[src/rtl/mem_arb_pkg.sv]
// rtl/mem_arb_pkg.sv - shared constants for the unified memory port arbiter
// Contents: FSM state encoding, requester IDs, default data/address widths.
package mem_arb_pkg;

    localparam int DEF_WIDTH    = 32;
    localparam int DEF_ADDRSIZE = 12;

    localparam logic [0:0] ST_IDLE    = 1'b0;
    localparam logic [0:0] ST_RD_WAIT = 1'b1;

    // Requester IDs double as bit positions in the one-hot grant vector.
    typedef logic [1:0] port_id_t;
    localparam port_id_t ID_LD   = 2'd0;
    localparam port_id_t ID_D    = 2'd1;
    localparam port_id_t ID_IF   = 2'd2;
    localparam port_id_t ID_NONE = 2'd3;

endpackage

[src/rtl/mem_port_arbiter_if.sv]
// rtl/mem_port_arbiter_if.sv - requester and memory signals of the port arbiter
// Groups: fetch port (if_*), data port (d_*), loader port (ld_*),
//         memory side (mem_*), and the busy status.
// Modports: slave = the arbiter, master = requesters plus memory model.
interface mem_port_arbiter_if #(
    parameter int WIDTH    = mem_arb_pkg::DEF_WIDTH,
    parameter int ADDRSIZE = mem_arb_pkg::DEF_ADDRSIZE
) ();

    logic                if_req;
    logic [ADDRSIZE-1:0] if_addr;
    logic                if_gnt;
    logic                if_rvalid;
    logic [WIDTH-1:0]    if_rdata;

    logic                d_req;
    logic                d_we;
    logic [ADDRSIZE-1:0] d_addr;
    logic [WIDTH-1:0]    d_wdata;
    logic                d_gnt;
    logic                d_rvalid;
    logic [WIDTH-1:0]    d_rdata;

    logic                ld_req;
    logic                ld_we;
    logic [ADDRSIZE-1:0] ld_addr;
    logic [WIDTH-1:0]    ld_wdata;
    logic                ld_gnt;
    logic                ld_rvalid;
    logic [WIDTH-1:0]    ld_rdata;

    logic                mem_en;
    logic                mem_we;
    logic [ADDRSIZE-1:0] mem_addr;
    logic [WIDTH-1:0]    mem_wdata;
    logic [WIDTH-1:0]    mem_rdata;

    logic                busy;

    modport slave (
        input  if_req, if_addr,
        output if_gnt, if_rvalid, if_rdata,
        input  d_req, d_we, d_addr, d_wdata,
        output d_gnt, d_rvalid, d_rdata,
        input  ld_req, ld_we, ld_addr, ld_wdata,
        output ld_gnt, ld_rvalid, ld_rdata,
        output mem_en, mem_we, mem_addr, mem_wdata,
        input  mem_rdata,
        output busy
    );

    modport master (
        output if_req, if_addr,
        input  if_gnt, if_rvalid, if_rdata,
        output d_req, d_we, d_addr, d_wdata,
        input  d_gnt, d_rvalid, d_rdata,
        output ld_req, ld_we, ld_addr, ld_wdata,
        input  ld_gnt, ld_rvalid, ld_rdata,
        input  mem_en, mem_we, mem_addr, mem_wdata,
        output mem_rdata,
        input  busy
    );

endinterface

[src/rtl/mem_arb_pick.sv]
// rtl/mem_arb_pick.sv - fixed-priority selector with fetch starvation guard
// Ports: clk, rst (async active-low), arb_en (arbitration allowed this cycle),
//        ld_req/d_req/if_req (requests), gnt (one-hot, indexed by requester ID).
module mem_arb_pick #(
    parameter int STARVE_MAX = 4
) (
    input  logic       clk,
    input  logic       rst,
    input  logic       arb_en,
    input  logic       ld_req,
    input  logic       d_req,
    input  logic       if_req,
    output logic [2:0] gnt
);
    import mem_arb_pkg::*;

    localparam int SW = $clog2(STARVE_MAX + 1);

    logic [SW-1:0] starve_cnt;
    logic          starved;

    assign starved = (starve_cnt == SW'(STARVE_MAX));

    // Loader always wins; a starved fetch jumps ahead of the data port only.
    always_comb begin
        gnt = 3'b000;
        if (arb_en) begin
            if (ld_req)
                gnt[ID_LD] = 1'b1;
            else if (if_req && starved)
                gnt[ID_IF] = 1'b1;
            else if (d_req)
                gnt[ID_D] = 1'b1;
            else if (if_req)
                gnt[ID_IF] = 1'b1;
        end
    end

    // Counts data grants taken while fetch waits; loader grants and stall
    // cycles leave it unchanged.
    always_ff @(posedge clk or negedge rst) begin
        if (!rst)
            starve_cnt <= '0;
        else if (!if_req || gnt[ID_IF])
            starve_cnt <= '0;
        else if (gnt[ID_D] && !starved)
            starve_cnt <= starve_cnt + SW'(1);
    end

endmodule

[src/rtl/mem_port_arbiter.sv]
// rtl/mem_port_arbiter.sv - shares one single-port memory among fetch, data and loader
// Ports: clk, rst (async active-low), bus (mem_port_arbiter_if.slave) carrying
//        the three requester ports, the memory strobe/address/data and busy.
module mem_port_arbiter import mem_arb_pkg::*; #(
    parameter int WIDTH      = DEF_WIDTH,
    parameter int ADDRSIZE   = DEF_ADDRSIZE,
    parameter int RD_LAT     = 1,
    parameter int STARVE_MAX = 4
) (
    input  logic                  clk,
    input  logic                  rst,
    mem_port_arbiter_if.slave     bus
);

    localparam int LW = (RD_LAT > 1) ? $clog2(RD_LAT) : 1;
    localparam logic [WIDTH-1:0]    DATA_ZERO = '0;
    localparam logic [ADDRSIZE-1:0] ADDR_ZERO = '0;

    logic [0:0]    state;
    logic [LW-1:0] lat_cnt;
    port_id_t      owner;
    logic [2:0]    gnt;
    logic          arb_en;
    logic          rd_gnt;
    logic          lat_done;

    // Grants are masked while reset is held so every output reads 0.
    assign arb_en = rst && (state == ST_IDLE);

    mem_arb_pick #(.STARVE_MAX(STARVE_MAX)) u_pick (
        .clk    (clk),
        .rst    (rst),
        .arb_en (arb_en),
        .ld_req (bus.ld_req),
        .d_req  (bus.d_req),
        .if_req (bus.if_req),
        .gnt    (gnt)
    );

    assign bus.ld_gnt = gnt[ID_LD];
    assign bus.d_gnt  = gnt[ID_D];
    assign bus.if_gnt = gnt[ID_IF];
    assign bus.busy   = (state == ST_RD_WAIT);

    assign rd_gnt   = gnt[ID_IF] | (gnt[ID_D] & ~bus.d_we) | (gnt[ID_LD] & ~bus.ld_we);
    assign lat_done = (lat_cnt == LW'(RD_LAT - 1));

    // Fetch carries no write data, so the memory sees zero for it.
    always_comb begin
        bus.mem_en    = |gnt;
        bus.mem_we    = 1'b0;
        bus.mem_addr  = ADDR_ZERO;
        bus.mem_wdata = DATA_ZERO;
        if (gnt[ID_LD]) begin
            bus.mem_we    = bus.ld_we;
            bus.mem_addr  = bus.ld_addr;
            bus.mem_wdata = bus.ld_wdata;
        end else if (gnt[ID_D]) begin
            bus.mem_we    = bus.d_we;
            bus.mem_addr  = bus.d_addr;
            bus.mem_wdata = bus.d_wdata;
        end else if (gnt[ID_IF]) begin
            bus.mem_addr  = bus.if_addr;
        end
    end

    // RD_WAIT spans the RD_LAT cycles after the read grant; mem_rdata is
    // valid in the last of them, so the next grant follows one cycle later.
    always_ff @(posedge clk or negedge rst) begin
        if (!rst) begin
            state   <= ST_IDLE;
            lat_cnt <= '0;
            owner   <= ID_NONE;
        end else begin
            case (state)
                ST_IDLE: begin
                    if (rd_gnt) begin
                        state   <= ST_RD_WAIT;
                        lat_cnt <= '0;
                        owner   <= gnt[ID_LD] ? ID_LD : (gnt[ID_D] ? ID_D : ID_IF);
                    end
                end
                ST_RD_WAIT: begin
                    if (lat_done) begin
                        state   <= ST_IDLE;
                        lat_cnt <= '0;
                    end else begin
                        lat_cnt <= lat_cnt + LW'(1);
                    end
                end
                default: state <= ST_IDLE;
            endcase
        end
    end

    always_ff @(posedge clk or negedge rst) begin
        if (!rst) begin
            bus.if_rvalid <= 1'b0;
            bus.d_rvalid  <= 1'b0;
            bus.ld_rvalid <= 1'b0;
            bus.if_rdata  <= DATA_ZERO;
            bus.d_rdata   <= DATA_ZERO;
            bus.ld_rdata  <= DATA_ZERO;
        end else begin
            bus.if_rvalid <= 1'b0;
            bus.d_rvalid  <= 1'b0;
            bus.ld_rvalid <= 1'b0;
            if (state == ST_RD_WAIT && lat_done) begin
                case (owner)
                    ID_LD: begin
                        bus.ld_rvalid <= 1'b1;
                        bus.ld_rdata  <= bus.mem_rdata;
                    end
                    ID_D: begin
                        bus.d_rvalid <= 1'b1;
                        bus.d_rdata  <= bus.mem_rdata;
                    end
                    ID_IF: begin
                        bus.if_rvalid <= 1'b1;
                        bus.if_rdata  <= bus.mem_rdata;
                    end
                    default: ;
                endcase
            end
        end
    end

endmodule
[src/flat_wrapper.sv]
// flat-port wrapper written by rule: the top's interface ports become plain ports
module mem_port_arbiter_flat import mem_arb_pkg::*;
#(
    parameter int WIDTH      = DEF_WIDTH,
    parameter int ADDRSIZE   = DEF_ADDRSIZE,
    parameter int RD_LAT     = 1,
    parameter int STARVE_MAX = 4
)
  (clk, rst, bus_if_req, bus_if_addr, bus_if_gnt, bus_if_rvalid, bus_if_rdata, bus_d_req, bus_d_we, bus_d_addr, bus_d_wdata, bus_d_gnt, bus_d_rvalid, bus_d_rdata, bus_ld_req, bus_ld_we, bus_ld_addr, bus_ld_wdata, bus_ld_gnt, bus_ld_rvalid, bus_ld_rdata, bus_mem_en, bus_mem_we, bus_mem_addr, bus_mem_wdata, bus_mem_rdata, bus_busy);
  mem_port_arbiter_if #(.WIDTH(WIDTH), .ADDRSIZE(ADDRSIZE)) bus_i ();
  input  logic clk;
  input  logic rst;
  input wire logic [$bits(bus_i.if_req)-1:0] bus_if_req;
  input wire logic [$bits(bus_i.if_addr)-1:0] bus_if_addr;
  output wire logic [$bits(bus_i.if_gnt)-1:0] bus_if_gnt;
  output wire logic [$bits(bus_i.if_rvalid)-1:0] bus_if_rvalid;
  output wire logic [$bits(bus_i.if_rdata)-1:0] bus_if_rdata;
  input wire logic [$bits(bus_i.d_req)-1:0] bus_d_req;
  input wire logic [$bits(bus_i.d_we)-1:0] bus_d_we;
  input wire logic [$bits(bus_i.d_addr)-1:0] bus_d_addr;
  input wire logic [$bits(bus_i.d_wdata)-1:0] bus_d_wdata;
  output wire logic [$bits(bus_i.d_gnt)-1:0] bus_d_gnt;
  output wire logic [$bits(bus_i.d_rvalid)-1:0] bus_d_rvalid;
  output wire logic [$bits(bus_i.d_rdata)-1:0] bus_d_rdata;
  input wire logic [$bits(bus_i.ld_req)-1:0] bus_ld_req;
  input wire logic [$bits(bus_i.ld_we)-1:0] bus_ld_we;
  input wire logic [$bits(bus_i.ld_addr)-1:0] bus_ld_addr;
  input wire logic [$bits(bus_i.ld_wdata)-1:0] bus_ld_wdata;
  output wire logic [$bits(bus_i.ld_gnt)-1:0] bus_ld_gnt;
  output wire logic [$bits(bus_i.ld_rvalid)-1:0] bus_ld_rvalid;
  output wire logic [$bits(bus_i.ld_rdata)-1:0] bus_ld_rdata;
  output wire logic [$bits(bus_i.mem_en)-1:0] bus_mem_en;
  output wire logic [$bits(bus_i.mem_we)-1:0] bus_mem_we;
  output wire logic [$bits(bus_i.mem_addr)-1:0] bus_mem_addr;
  output wire logic [$bits(bus_i.mem_wdata)-1:0] bus_mem_wdata;
  input wire logic [$bits(bus_i.mem_rdata)-1:0] bus_mem_rdata;
  output wire logic [$bits(bus_i.busy)-1:0] bus_busy;
  assign bus_i.if_req = bus_if_req;
  assign bus_i.if_addr = bus_if_addr;
  assign bus_if_gnt = bus_i.if_gnt;
  assign bus_if_rvalid = bus_i.if_rvalid;
  assign bus_if_rdata = bus_i.if_rdata;
  assign bus_i.d_req = bus_d_req;
  assign bus_i.d_we = bus_d_we;
  assign bus_i.d_addr = bus_d_addr;
  assign bus_i.d_wdata = bus_d_wdata;
  assign bus_d_gnt = bus_i.d_gnt;
  assign bus_d_rvalid = bus_i.d_rvalid;
  assign bus_d_rdata = bus_i.d_rdata;
  assign bus_i.ld_req = bus_ld_req;
  assign bus_i.ld_we = bus_ld_we;
  assign bus_i.ld_addr = bus_ld_addr;
  assign bus_i.ld_wdata = bus_ld_wdata;
  assign bus_ld_gnt = bus_i.ld_gnt;
  assign bus_ld_rvalid = bus_i.ld_rvalid;
  assign bus_ld_rdata = bus_i.ld_rdata;
  assign bus_mem_en = bus_i.mem_en;
  assign bus_mem_we = bus_i.mem_we;
  assign bus_mem_addr = bus_i.mem_addr;
  assign bus_mem_wdata = bus_i.mem_wdata;
  assign bus_i.mem_rdata = bus_mem_rdata;
  assign bus_busy = bus_i.busy;
  mem_port_arbiter #(.WIDTH(WIDTH), .ADDRSIZE(ADDRSIZE), .RD_LAT(RD_LAT), .STARVE_MAX(STARVE_MAX)) u_core (.clk(clk), .rst(rst), .bus(bus_i));
endmodule
[config.mk]
export PLATFORM = sky130hd
export DESIGN_NAME = mem_port_arbiter_flat
export DESIGN_NICKNAME = d
export VERILOG_FILES = /design/src/rtl/mem_arb_pkg.sv /design/src/rtl/mem_port_arbiter_if.sv /design/src/rtl/mem_arb_pick.sv /design/src/rtl/mem_port_arbiter.sv /design/src/flat_wrapper.sv
export SDC_FILE = /design/constraint.sdc
export NUM_CORES = 1
export LEC_CHECK = 0
export CAP_MARGIN = 20
export CORE_AREA = 2 2 110 112
export DETAILED_ROUTE_END_ITERATION = 8
export DIE_AREA = 0 0 112 114
export MAX_ROUTING_LAYER = met4
export PLACE_DENSITY = 0.93
export SLEW_MARGIN = 5
export SYNTH_ARGS = -nofsm -noshare
export SYNTH_HDL_FRONTEND = slang
export SYNTH_SLANG_ARGS = --single-unit
[constraint.sdc]
create_clock -name clk -period 3.2 [get_ports clk]
set_clock_uncertainty 0.2 [all_clocks]
set_input_delay 0.8 -clock clk [delete_from_list [all_inputs] [get_ports clk]]
set_output_delay 0.8 -clock clk [all_outputs]
set_load 0.1 [all_outputs]
**Yosys cells after proc, flatten, opt, wreduce, memory -nomap -nowiden**

Index checks and enable logic that the tools add are counted.

- Register bits after elaboration: 106
- Bits in latches: 0
- Bits in writable memories: 0
- Bits in read-only memories: 0
- Logic and storage cells: 69
- Memories kept: 0

- Add/sub/neg operators: 2
- $mul: 0
- Divide/modulo/power cells: 0
- Magnitude comparators: 0
- Eq/ne operators: 4
- Shift-type cells: 0
- Muxes and demuxes: 31
- Bitwise logic cells: 8
- Reduce and logical (&&, ||, !) cells: 14

Operators with widths:

| cell | number |
|---|---|
| $mux W32 | 2 |
| $mux W12 | 3 |
| $mux W1 | 18 |
| $mux W3 | 3 |
| $reduce_and A2 Y1 | 4 |
| $mux W2 | 3 |
| $logic_and A1 B1 Y1 | 4 |
| $not A1 Y1 | 4 |
| $pmux W1 S2 | 2 |
| $add A3 B1 Y3 const B | 1 |
| $eq A3 B3 Y1 const B | 1 |
| $reduce_or A3 Y1 | 1 |
| $and A1 B1 Y1 | 2 |
| $eq A2 B1 Y1 const B | 1 |
| $eq A2 B2 Y1 const B | 1 |
| $logic_not A1 Y1 | 2 |
| $logic_not A2 Y1 | 1 |
| $ne A2 B1 Y1 const B | 1 |
| $or A1 B1 Y1 | 2 |
| $reduce_bool A2 Y1 | 1 |
| $add A1 B1 Y1 const B | 1 |
| $logic_or A1 B1 Y1 | 1 |

**Logic depth before layout (Yosys ltp)**

Gate-level depths: netlist of the first run.

- Depth in word-level cells: 10
- Gate-level depth with buffers: 8
- Depth with buffers taken out: 6

**By module**

From an unflattened synthesis of the first run, not the netlist that was laid out.

- Cell total of the unflattened synthesis: 340
- Area, all modules: 4759.6 µm²

Modules (own cells, without submodules):

| module | times used | cells each | area each (µm²) |
|---|---|---|---|
| mem_port_arbiter | 1 | 315 | 4536.9 |
| mem_arb_pick | 1 | 25 | 222.7 |

**Worst setup path before layout of the first run**

Ideal clock, no wire load.

- Path type: register to output
- From: register u_core.state (netlist: u_core.bus.busy)
- To: output bus_mem_we
- Arrival: 3.562 ns
- Setup slack: -1.362 ns
- Cell stages (with the launch flop): 6
- Cell sequence: dfrtp_1 > and3b_1 > clkbuf_1 > clkbuf_1 > nand2_1 > o21ai_0

- Elaborated cells on any way between the ends: 5
- Those cells by class: mux: 3; bitwise: 1; reduce/logical: 1

RTL lines:

| element | line | source |
|---|---|---|
| start: declaration | mem_port_arbiter.sv:19 | `logic [0:0] state;` |
| start signal: assignment | mem_port_arbiter.sv:71 | `state <= ST_IDLE;` |
| start signal: assignment | mem_port_arbiter.sv:78 | `state <= ST_RD_WAIT;` |
| start signal: assignment | mem_port_arbiter.sv:85 | `state <= ST_IDLE;` |
| $not A1 Y1 (no line) | - |  |
| $logic_and A1 B1 Y1 | mem_port_arbiter.sv:28 | `assign arb_en = rst && (state == ST_IDLE);` |
| $mux W3 | mem_arb_pick.sv:27 | `if (arb_en) begin` |
| via bus_ld_gnt | flat_wrapper.sv:29 | `output wire logic [$bits(bus_i.ld_gnt)-1:0] bus_ld_gnt;` |
| $mux W1 | mem_port_arbiter.sv:54 | `if (gnt[ID_LD]) begin` |
| end: declaration | flat_wrapper.sv:33 | `output wire logic [$bits(bus_i.mem_we)-1:0] bus_mem_we;` |

The timed path passes the listed nets, and every way through them passes these cells.

**Worst setup path after layout of the first run**

- From: input rst
- To: output bus_mem_addr[9]

- Cells in the longest elaborated chain, start to end: 5

Ends and longest elaborated chain:

| element | line | source |
|---|---|---|
| start: declaration | flat_wrapper.sv:12 | `input logic rst;` |
| $logic_and A1 B1 Y1 (*) | mem_port_arbiter.sv:28 |  |
| $mux W3 (*) | mem_arb_pick.sv:27 |  |
| $mux W12 | mem_port_arbiter.sv:62 | `end else if (gnt[ID_IF]) begin` |
| $mux W12 | mem_port_arbiter.sv:58 | `end else if (gnt[ID_D]) begin` |
| $mux W12 (*) | mem_port_arbiter.sv:54 |  |
| end: declaration | flat_wrapper.sv:34 | `output wire logic [$bits(bus_i.mem_addr)-1:0] bus_mem_addr;` |

Every way passes the cells marked *; elsewhere a longest branch is shown, timed or not.

==> impl_summary.md, run 1 <==
Worst setup path
The critical path data required time is approximately 2200 ps. The path depth of the worst reg2reg path is 7. Across all register-to-register paths, the minimum setup slack is approximately 1200 ps. At the worst endpoint, the arrival time is 2160 ps. In this run the number of cells on the critical path is 7. Traced cell by cell, the critical path runs through buf_4 > or3b_4 > nor3b_4 > buf_4 > buf_12 > a221o_2 > buf_12. The startpoint identified for the worst register-to-register timing path is u_core.u_pick.starve_cnt[0]. In this run the worst setup path terminates at bus_mem_addr[9].

The type of the worst setup path is in2out. Counting both buffers and inverters, the worst setup path holds a total of 4. The type of element capturing the critical path is an output pin. The endpoint identified for the worst register-to-register timing path is u_core.bus.busy. The delay of the slowest cell on the worst path is around 400 ps. For this design, the slowest cell found on the critical path is sky130_fd_sc_hd__or3b_4.

On the critical path the largest part of the delay comes from simple AND/OR/NAND/NOR gates. The first element of the critical path is rst. The maximum fanout along the worst path is 7. The worst setup path is launched from an input port.

Drt
The total wire length is about 19 mm. The iteration count of the initial detailed-routing pass is 4. The final routed DRC violation total is 0. After detailed routing, the number of vias per cell comes to about 5.2. Across all layers, the routed design uses between 4000 and 5000 vias. The number of antenna-violating nets in the routed design is 0. The iteration-0 DRC count of the detailed router is about 240. The mean routed wirelength per cell is around 24 µm.

Final layout
The final layout net count is 764. The filler cells instantiated in the layout total between 700 and 800. The relative area change from synthesis to final layout is 87.2%. The ratio of cells with drive above 1 in the final layout is 0.559.

The combined flip-flop and latch cell area is about 2600 µm². The finished cells cover about 8500 µm². The multi-input combinational cells in the finished layout cover a total of 1940 µm². The antenna cell count is 0.

Placed design
The half-perimeter wire length after detailed placement is approximately 15 mm. Buffers placed on the I/O ports in this run total ~290. The placer congestion estimate is between 0.9 and 1. Once placement finished, the instance area stood at 8100 µm².

Global routing
Global routing finished with a remaining overflow of 0. The initial antenna violation count was 0. In the global route stage, overall resource usage came out at 0.296. The via count of the first global-routing pass is approximately 4500. The global-route wire length before repair is 27.2 mm.

Entering global routing, the biggest net connects 70 pins.

STA
Headroom to the max-slew limit came out at 0.443. Hold is met by roughly 300 ps. Setup repair after global routing left no endpoint under its margin. At the pin with the least slew margin, the transition time is around 830 ps. The final period utilization is 0.989. The number of endpoints with negative hold slack in the final report is 0. The worst path needs roughly 3200 ps of the cycle, external delays included. After routing, the total negative slack on setup checks comes to 0 ps. The top achievable clock speed is 0.316 GHz. Setup violations remaining at the end of the flow were counted as 0. The number of slew-limit violations in the final report came to 0.

Synthesis
In this run the cell area of the synthesized design comes to roughly 4600 µm². The count of flip-flops with a built-in enable after synthesis is 0. The synthesized design spends more area on one cell type than any other, namely sky130_fd_sc_hd__dfrtp_1. The per-instance average area after synthesis is roughly 14 µm². In the synthesized netlist the async set-or-reset flop fraction comes to 1.00. The number of warnings reported in the yosys synthesis log is 0. Of the synthesized area, sequential elements account for 0.578. The area share of the largest cell type after synthesis is 0.566. Counting flops and latches in the post-synthesis netlist gives 105. The number of different library cells used by synthesis comes to 30. Sorting the synthesized cells by area gives the leading types as sky130_fd_sc_hd__dfrtp_1, sky130_fd_sc_hd__mux2_2, sky130_fd_sc_hd__a22o_1, sky130_fd_sc_hd__a221o_1, sky130_fd_sc_hd__buf_2.

The number of nets handed over by synthesis was 455. Counting every instance in the synthesized netlist gives approximately 310. The most used flip-flop cell after synthesis is sky130_fd_sc_hd__dfrtp_1.

Clocking
The clock tree from TritonCTS is done. TritonCTS created 9 clock buffers. The maximum buffer depth of the clock tree is 2. The clock net in this run drives a total of between 100 and 150 sinks. The depth of the CTS H-tree is 3. The root buffer cell chosen for the clock tree is sky130_fd_sc_hd__clkbuf_16. The insertion delay to the later sink of the worst-skew pair is roughly 330 ps. After clock tree synthesis, the clock-pin slew on the worst setup and hold paths is around 70 ps.

Min path
The worst hold path startpoint is u_core.bus.ld_rdata[7]. The path class of the lowest-slack min-delay path is reg2reg.

Floorplan
The die is between 100 and 150 µm tall. After floorplanning, the core was divided into 40 placement rows. For this design the top-level I/O count stands at around 290. The floorplan die width is around 110 µm.

The starting density of the core is 0.389. The overall die area is approximately 13000 µm². In this run the standard cell core region covers 11700 µm².

Run status
The run finished with clean final reports.

Flow run
Max-cap violations in this run came to 0.
[Yosys cell counts, types with 2 or more instances]
library cell / instances
sky130_fd_sc_hd__and2_0: 2
sky130_fd_sc_hd__dfrtp_1: 103
sky130_fd_sc_hd__nand3b_1: 2
sky130_fd_sc_hd__dfstp_2: 2
sky130_fd_sc_hd__buf_2: 13
sky130_fd_sc_hd__nor3b_2: 2
sky130_fd_sc_hd__mux2_2: 94
sky130_fd_sc_hd__a21boi_0: 3
sky130_fd_sc_hd__clkbuf_1: 6
sky130_fd_sc_hd__a22o_1: 32
sky130_fd_sc_hd__mux2_1: 2
sky130_fd_sc_hd__and2_1: 10
sky130_fd_sc_hd__a221o_1: 13
sky130_fd_sc_hd__nand3_1: 4
sky130_fd_sc_hd__inv_1: 7
sky130_fd_sc_hd__ha_1: 2
sky130_fd_sc_hd__nand2_1: 4
[worst min-delay path by stage]
stage | cells after the start | end | slack (ps)
floorplan | 0 | u_core.bus.busy | 300
global placement | 1 | u_core.bus.ld_rdata[7] | 270
detailed placement | 1 | u_core.bus.ld_rdata[7] | 290
CTS | 1 | u_core.bus.ld_rdata[7] | 310
global route | 1 | u_core.bus.d_rdata[8] | 320
finish | 1 | u_core.bus.ld_rdata[7] | 300
[area by class of cell]
class,instances,area share
Tap cell,147,0.0216
Timing Repair Buffer,318,0.402
Clock buffer,10,0.0280
Multi-Input combinational cell,182,0.228
Clock inverter,6,0.00866
Inverter,7,0.00308
Sequential cell,105,0.309
[metal layers]
| metal | track usage | up-vias | routed length (µm) | share of wire |
|---|---|---|---|---|
| met2 | 0.516 | 227 | 9730 | 0.52 |
| met5 | - | - | 0 | 0 |
| met3 | 0.0802 | 53 | 1440 | 0.078 |
| li1 | - | 1788 | - | - |
| met4 | 0.156 | 0 | 984 | 0.053 |
| met1 | 0.309 | 1988 | 6470 | 0.35 |
[sequential cells by signal (all words and copies together) (netlist names)]
signal	cells
u_core.bus.busy	1
u_core.bus.d_rdata	32
u_core.bus.d_rvalid	1
u_core.bus.if_rdata	32
u_core.bus.if_rvalid	1
u_core.bus.ld_rdata	32
u_core.bus.ld_rvalid	1
u_core.owner	2
u_core.u_pick.starve_cnt	3
[cell usage in the layout, fill, tap and decap left out, types with 2 or more instances in the layout]
master | netlist | layout
sky130_fd_sc_hd__clkdlybuf4s50_1 | 0 | 134
sky130_fd_sc_hd__buf_4 | 0 | 124
sky130_fd_sc_hd__dfrtp_1 | 103 | 102
sky130_fd_sc_hd__mux2_2 | 94 | 94
sky130_fd_sc_hd__buf_12 | 0 | 52
sky130_fd_sc_hd__a22o_2 | 0 | 23
sky130_fd_sc_hd__a221o_2 | 0 | 12
sky130_fd_sc_hd__and2_1 | 10 | 10
sky130_fd_sc_hd__a22o_4 | 0 | 9
sky130_fd_sc_hd__clkbuf_16 | 0 | 9
sky130_fd_sc_hd__inv_1 | 7 | 6
sky130_fd_sc_hd__nand3_1 | 4 | 4
sky130_fd_sc_hd__nand2_1 | 4 | 4
sky130_fd_sc_hd__a21boi_0 | 3 | 3
sky130_fd_sc_hd__buf_6 | 1 | 3
sky130_fd_sc_hd__nor3b_4 | 1 | 2
sky130_fd_sc_hd__and2_0 | 2 | 2
sky130_fd_sc_hd__nand3b_1 | 2 | 2
sky130_fd_sc_hd__mux2_1 | 2 | 2
sky130_fd_sc_hd__clkinvlp_4 | 0 | 2
sky130_fd_sc_hd__buf_2 | 13 | 2
sky130_fd_sc_hd__dfstp_2 | 2 | 2
[worst reg2reg max path: cells and delay by family, from the launching register on]
kind,cells,cell delay (ps)
buffers and inverters,3,480
flip-flops,1,380
AO/OA/AOI/OAI,1,370
adder cells (fa/ha/maj),1,210
AND/OR/NAND/NOR,2,200
[through the flow]
| stage | setup WS (ps) | utilization | std cells |
|---|---|---|---|
| after floorplan | -148 | - | 314 |
| after global placement | -237 | 0.692 | 752 |
| after detailed placement | -274 | 0.692 | 752 |
| after CTS | 36.8 | 0.726 | 773 |
| after global routing | 5.33 | 0.728 | 775 |
| final | 35.9 | 0.728 | 775 |
[timing repair]
item / in CTS / in global routing
hold buffers: 0 / 0
setup endpoints to repair: 46 / 12
endpoints found under the hold margin: 0 / 0
pin swaps: 3 / 3
gates resized for setup: 15 / 2
setup buffers: 3 / 2
gates cloned: 2 / 0
[cells by family (layout without fill, tap and decap cells)]
group,after synthesis,in the layout,share of synthesized area
flops,105,105,0.578
compound gates,54,54,0.106
fa+ha+maj,2,2,0.00550
buf+inv,27,341,0.0275
simple gates,30,30,0.0462
mux,96,96,0.237
Power of run 1 is not shown: default switching activity piles up to over one toggle a cycle in this logic, so the estimate is an artifact.
==> inputs of run 2 (changes only) <==
--- a/config.mk
+++ b/config.mk
@@ -11,6 +11,8 @@
 export DIE_AREA = 0 0 112 114
 export MAX_ROUTING_LAYER = met4
 export PLACE_DENSITY = 0.93
+export REMOVE_ABC_BUFFERS = 1
+export SKIP_LAST_GASP = 1
 export SLEW_MARGIN = 5
 export SYNTH_ARGS = -nofsm -noshare
 export SYNTH_HDL_FRONTEND = slang
==> run 2 against run 1 <==
  * Via count is 2.0% lower
  * Hold slack worse by 270 ps
  * Utilization is 1.7 points lower
  * Largest cell class unchanged
  * Sequential share of layout area is 0.71 points higher
==> impl_summary.md, run 2 (synthesis gave the netlist of run 1 again) <==
Run status
The run finished with clean final reports.

Clocking
The cell sitting at the root of the clock tree is a sky130_fd_sc_hd__clkbuf_16. The clock transition at the registers of the reported paths is approximately 60 ps. The maximum buffer depth of the clock tree is 2. The depth of the CTS H-tree is 3. The clock buffer count from CTS is 9. The insertion delay to the later sink of the worst-skew pair is between 300 and 400 ps. The clock tree from TritonCTS is done. The clock sink count is around 110.

Final layout
The final layout net count is around 760. The relative area change from synthesis to final layout is 82.9%. The total of fill cells in the finished design is just under 800.

After the flow finishes, the layout carries non-filler instances totaling 773. In the final layout, flip-flops and latches occupy 2630 µm². The largest registers in the layout are u_core.bus.d_rdata (32), u_core.bus.if_rdata (32), u_core.bus.ld_rdata (32). The antenna cell count is 0. Summing all multi-input logic gate instances after layout gives approximately 1800 µm². The library cell used most frequently in the layout, excluding fill and tap cells, is sky130_fd_sc_hd__clkdlybuf4s50_1. In the layout the commonest cells are sky130_fd_sc_hd__clkdlybuf4s50_1, sky130_fd_sc_hd__buf_4, sky130_fd_sc_hd__dfrtp_1. In the final layout, the share of cells above drive strength 1 is 0.478.

Global routing
Entering global routing, the biggest net connects between 60 and 70 pins. The global-route wire length before repair is ~24 mm. The overall overflow remaining after global route is 0.

The initial antenna violation count was 0. The via count of the first global-routing pass is roughly 4300. Across every metal layer, demand over resource in global routing totals 0.252.

Drt
For this run, the detailed router's first-pass iteration total came to 5. The detail route stage leaves a number of antenna-violating nets equal to 0. Across all layers, the routed design uses around 4000 vias. In this run, the number of DRC markers left after iteration 0 of detailed routing was about 220. The vias per cell is slightly above 5.

The final routed DRC violation total is 0. The total wire length is roughly 16 mm. In the final routed layout, each cell accounts on average for between 20 and 25 µm.

Worst setup path
The signal on the critical path passes through buf_2 > or3b_4 > nor3b_4 > buf_6 > a221o_1 > buf_12. The maximum fanout along the worst path is 7. STA classifies the critical path startpoint as an input port. The master of the slowest instance on the critical path is sky130_fd_sc_hd__or3b_4. STA puts the critical path data required time at 2200 ps.

The buffers plus inverters on the worst setup path is 3. STA puts the critical path data arrival time at 2150 ps. Grouping stages by cell kind, the critical path spends the most delay in simple AND/OR/NAND/NOR gates. The critical path in this run is classified as in2out. For this run, the slowest stage of the critical path takes between 400 and 500 ps. The worst setup path is captured at an output pin.

Floorplan
The region available for standard cell placement spans approximately 12000 µm². The starting density of the core is 0.389. The floorplan die width is ~110 µm. In this run the core area contains 40 standard-cell rows. Measured along the y axis, the die boundary spans ~110 µm. The floorplan step defined a die boundary enclosing around 13000 µm². In this run the count of I/O pins placed on the die edge is roughly 290.

STA
Setup repair after global routing left no endpoint under its margin. The number of endpoints with negative hold slack in the final report is 0. Of the available clock period, the critical path in the final layout requires 0.983. The worst path needs ~3100 ps of the cycle, external delays included.

Setup violations remaining at the end of the flow were counted as 0. The worst pin sits at a relative slew slack of 0.493. The number of slew-limit violations in the final report is 0. The slew at the pin closest to its max-slew limit is approximately 760 ps. The top achievable clock speed is 0.318 GHz.

Once routing completed, OpenROAD measured the worst setup slack at 54.4 ps.

Placed design
The total placed cells including tap cells is between 700 and 800. Prior to clock tree synthesis, the placed netlist has a worst setup slack of -315 ps. In this run the tool buffered the top-level ports with 287 buffer cells. The placer congestion estimate is about 1. Once detailed placement completed, the half-perimeter wirelength came to 12.6 mm.

Min path
The path class of the lowest-slack min-delay path is in2async.

Flow run
The number of max-capacitance violations reported is 0.
[run 2: cell count changes in the layout (fill, tap and decap cells not counted), sizes merged]
cell,delta
clkinv,+2
inv,-2
buf,-3
clkbuf,+2
dlygate4sd2,+1
bufbuf,-1
clkinvlp,-1
[run 2: final timing paths]
| path | depth (start not counted) | slack (ps) | to | start |
|---|---|---|---|---|
| max | 6 | 50 | bus_mem_addr[5] | bus_ld_req |
| min | 1 | 40 | u_core.bus.busy | rst |
| max reg2reg | 5 | 1330 | u_core.owner[1] | u_core.bus.busy |
| min reg2reg | 1 | 300 | u_core.bus.ld_rdata[7] | u_core.bus.ld_rdata[7] |
| max in group asynchronous | 3 | 1300 | u_core.bus.ld_rdata[30] | rst |
| min in group clk | 1 | 300 | u_core.bus.ld_rdata[7] | u_core.bus.ld_rdata[7] |
[run 2: metrics by stage]
stage / cell area (µm²) / setup TNS [ps] / utilization / hold slack (ps)
5_1_grt: 8330 / 0 / 0.711 / 19.0
6_report: 8330 / 0 / 0.711 / 36.4
2_1_floorplan: 4450 / -61710 / - / 304
3_3_place_gp: 7990 / -7970 / 0.682 / 275
4_1_cts: 8330 / 0 / 0.711 / 20.7
3_5_place_dp: 7990 / -9690 / 0.682 / 289
[run 2: worst reg2reg max path, delay by kind of cell, from the launching register on]
kind,cells,cell delay (ps)
AO/OA/AOI/OAI,1,180
buffers and inverters,2,330
flip-flops,1,450
AND/OR/NAND/NOR,2,660
[run 2: final cells by class]
type,instances,area share
clock inverter,5,0.00676
multi-input combinational,182,0.219
sequential,105,0.316
inverter,7,0.00316
tap,147,0.0221
clock buffer,11,0.0280
timing repair buffer,316,0.405
[run 2: metal layers]
| layer | up-vias | track usage | routed length [µm] |
|---|---|---|---|
| met5 | - | - | 0 |
| met4 | 0 | 0.118 | 666 |
| met3 | 45 | 0.0749 | 1260 |
| met2 | 217 | 0.459 | 8720 |
| met1 | 1934 | 0.247 | 5300 |
| li1 | 1780 | - | - |
[run 2: repair_timing]
| item | 4_1_cts | 5_1_grt |
|---|---|---|
| hold buffers | 0 | 0 |
| endpoints found under the setup margin | 48 | 13 |
| buffers inserted | 2 | 1 |
| gates resized for setup | 11 | 4 |
| pin swaps | 4 | 4 |
| cloned | 1 | 1 |
Power of run 2 is left out for the same reason.
==> inputs of run 3 (changes only) <==
--- a/config.mk
+++ b/config.mk
@@ -6,11 +6,12 @@
 export NUM_CORES = 1
 export LEC_CHECK = 0
 export CAP_MARGIN = 20
-export CORE_AREA = 2 2 110 112
+export CORE_AREA = 2 2 111 113
 export DETAILED_ROUTE_END_ITERATION = 8
-export DIE_AREA = 0 0 112 114
+export DIE_AREA = 0 0 113 115
+export DONT_BUFFER_PORTS = 1
 export MAX_ROUTING_LAYER = met4
-export PLACE_DENSITY = 0.93
+export PLACE_DENSITY = 0.6
 export REMOVE_ABC_BUFFERS = 1
 export SKIP_LAST_GASP = 1
 export SLEW_MARGIN = 5
==> run 3 against run 2 <==
  * The flow now finishes with violations (DRC, hold timing)
  * Non-clock buffer count is 255 lower
  * Clock-buffer cell count is 2 lower
  * Sequential share of layout area is 12 points higher
  * Hold slack worse by 80 ps
  * Wire length is 17% lower
  * Critical endpoint is now bus_mem_en
==> impl_summary.md, run 3 (synthesis gave the netlist of run 1 again) <==
Clocking
The clock buffer count from CTS is 9. The clock transition at the registers of the reported paths is ~70 ps. TritonCTS built the clock tree.

The buffer cell driving the clock tree root is sky130_fd_sc_hd__clkbuf_16. The clock net in this run drives a total of around 110 sinks. In this run the number of H-tree levels came out at 3. At the later pin of the worst-skew pair, clock insertion delay measures roughly 330 ps.

The maximum buffer depth of the clock tree is 2.

Floorplan
For this configuration, the core starts out at a cell density of 0.385. The count of standard-cell rows is 40. The die covers ~13000 µm². The area of the core is between 10000 and 15000 µm². The I/O pin total is around 290. From left edge to right edge, the die measures around 110 µm. The die is 115 µm tall.

Worst setup path
The maximum fanout along the worst path is 13. In this run the register-to-register setup slack is ~1300 ps. The worst register-to-register path has a depth of 3.

The worst setup path is captured at an output pin. For the worst setup path, the data arrival time is approximately 2100 ps. At the worst endpoint, the required time is 2200 ps. The startpoint class of the critical path is a flip-flop. The type of the worst setup path is reg2out.

The worst register-to-register path ends at u_core.bus.if_rdata[19]. The critical path starts at u_core.u_pick.starve_cnt[0]. The worst flop-to-flop path startpoint is u_core.owner[0].

Global routing
Entering global routing, the biggest net connects roughly 110 pins. The total track usage is 0.202. The first global-routing pass estimated approximately 19 mm of wire. The via count of the first global-routing pass is 3028. Summed over all layers, the global routing overflow is 0. The initial antenna violation count is 1.

STA
The top achievable clock speed is ~0.32 GHz. The number of slew-limit violations in the final report came to 0. Setup repair after global routing left no endpoint under its margin. The final worst setup slack is 103 ps. The worst hold slack is -43.7 ps. The number of endpoints with negative hold slack in the final report is approximately 100.

The final period utilization is 0.968. The slew at the pin closest to its max-slew limit is between 900 and 1000 ps. Measured against its own limit, the worst slew margin works out to 0.359. The final number of setup-violating endpoints is 0. Subtracting the final worst setup slack from the clock period gives roughly 3100 ps.

Final layout
Of the cells placed in the final design, the portion with a size suffix greater than 1 is 0.491. The largest registers in the layout are u_core.bus.d_rdata (32), u_core.bus.if_rdata (32), u_core.bus.ld_rdata (32). The final layout net count is between 500 and 600. The most common cell after layout, fill and taps aside is sky130_fd_sc_hd__dfrtp_1. Compared with the post-synthesis result, the final layout area differs by 32.1%. Once layout is complete, the utilization of the core stands at 0.509. In the layout the commonest cells are sky130_fd_sc_hd__dfrtp_1, sky130_fd_sc_hd__mux2_2, sky130_fd_sc_hd__buf_12.

Drt
After detailed routing, the total wire length is roughly 13 mm. The routed layout has slightly below 3000 vias. The iteration count of the initial detailed-routing pass is 7. After detailed routing, the average wire length per cell comes to approximately 26 µm. The number of antenna-violating nets in the routed design is 0.

In the routed design, unresolved DRC markers number 16. In this run, the number of DRC markers left after iteration 0 of detailed routing was approximately 190. The vias per cell is around 5.6.

Flow run
The number of max-capacitance violations reported is 0.

Placed design
The half-perimeter wire length after detailed placement is between 10 and 15 mm. The post-placement setup slack is approximately 160 ps. The placer congestion estimate is about 0.85. Port buffering added 0 buffers.

Min path
The path class of the lowest-slack min-delay path is in2async.

Run status
The final reports fail on DRC, hold timing. The flow ran to the end, but the final reports show violations.
## run 3: per-stage QoR
stage               setup TNS (ps)  cells  cell area [µm²]
floorplan                   -61710    294             4450
global placement                 0    502             5710
detailed placement               0    502             5710
CTS                              0    518             6010
global route                     0    519             6010
finish                           0    519             6010
## run 3: layout make-up
type | count | area (µm²)
flip-flops and latches | 105 | 2630
fillers | 1019 | 5800
repair buffers | 61 | 1060
multi-input cells | 182 | 1810
clock inverters | 7 | 76.3
inverters | 7 | 26.3
diodes | 1 | 2.50
clock buffers | 9 | 225
well taps | 147 | 184
## run 3: what timing repair did
action                                 4_1_cts  5_1_grt
setup endpoints to repair                   10        0
gates resized for setup                      1        0
endpoints found under the hold margin      103      103
buffers inserted                             0        0
## run 3: worst max-delay path by stage
stage,depth (start not counted),slack (ps),end
floorplan,3,-1450,bus_mem_we
global placement,5,210,bus_mem_addr[0]
detailed placement,5,160,bus_mem_addr[2]
CTS,7,80,bus_mem_en
global route,8,0.2,bus_mem_en
finish,7,100,bus_mem_en
## run 3: critical path, cell delays in order (launching register included)
cell,delay (ps)
sky130_fd_sc_hd__dfrtp_1,380
sky130_fd_sc_hd__inv_1,70
sky130_fd_sc_hd__ha_1,230
sky130_fd_sc_hd__a21boi_2,260
sky130_fd_sc_hd__nor3b_4,80
sky130_fd_sc_hd__buf_4,180
sky130_fd_sc_hd__or3_1,360
sky130_fd_sc_hd__buf_12,180
## run 3: layer usage
| layer | global-route usage | vias up | share of wire |
|---|---|---|---|
| met4 | 0.0846 | 0 | 0.023 |
| met2 | 0.331 | 171 | 0.51 |
| met3 | 0.0938 | 18 | 0.12 |
| li1 | - | 1276 | - |
| met1 | 0.211 | 1441 | 0.34 |
| met5 | - | - | 0 |
Power of run 3 is left out for the same reason.
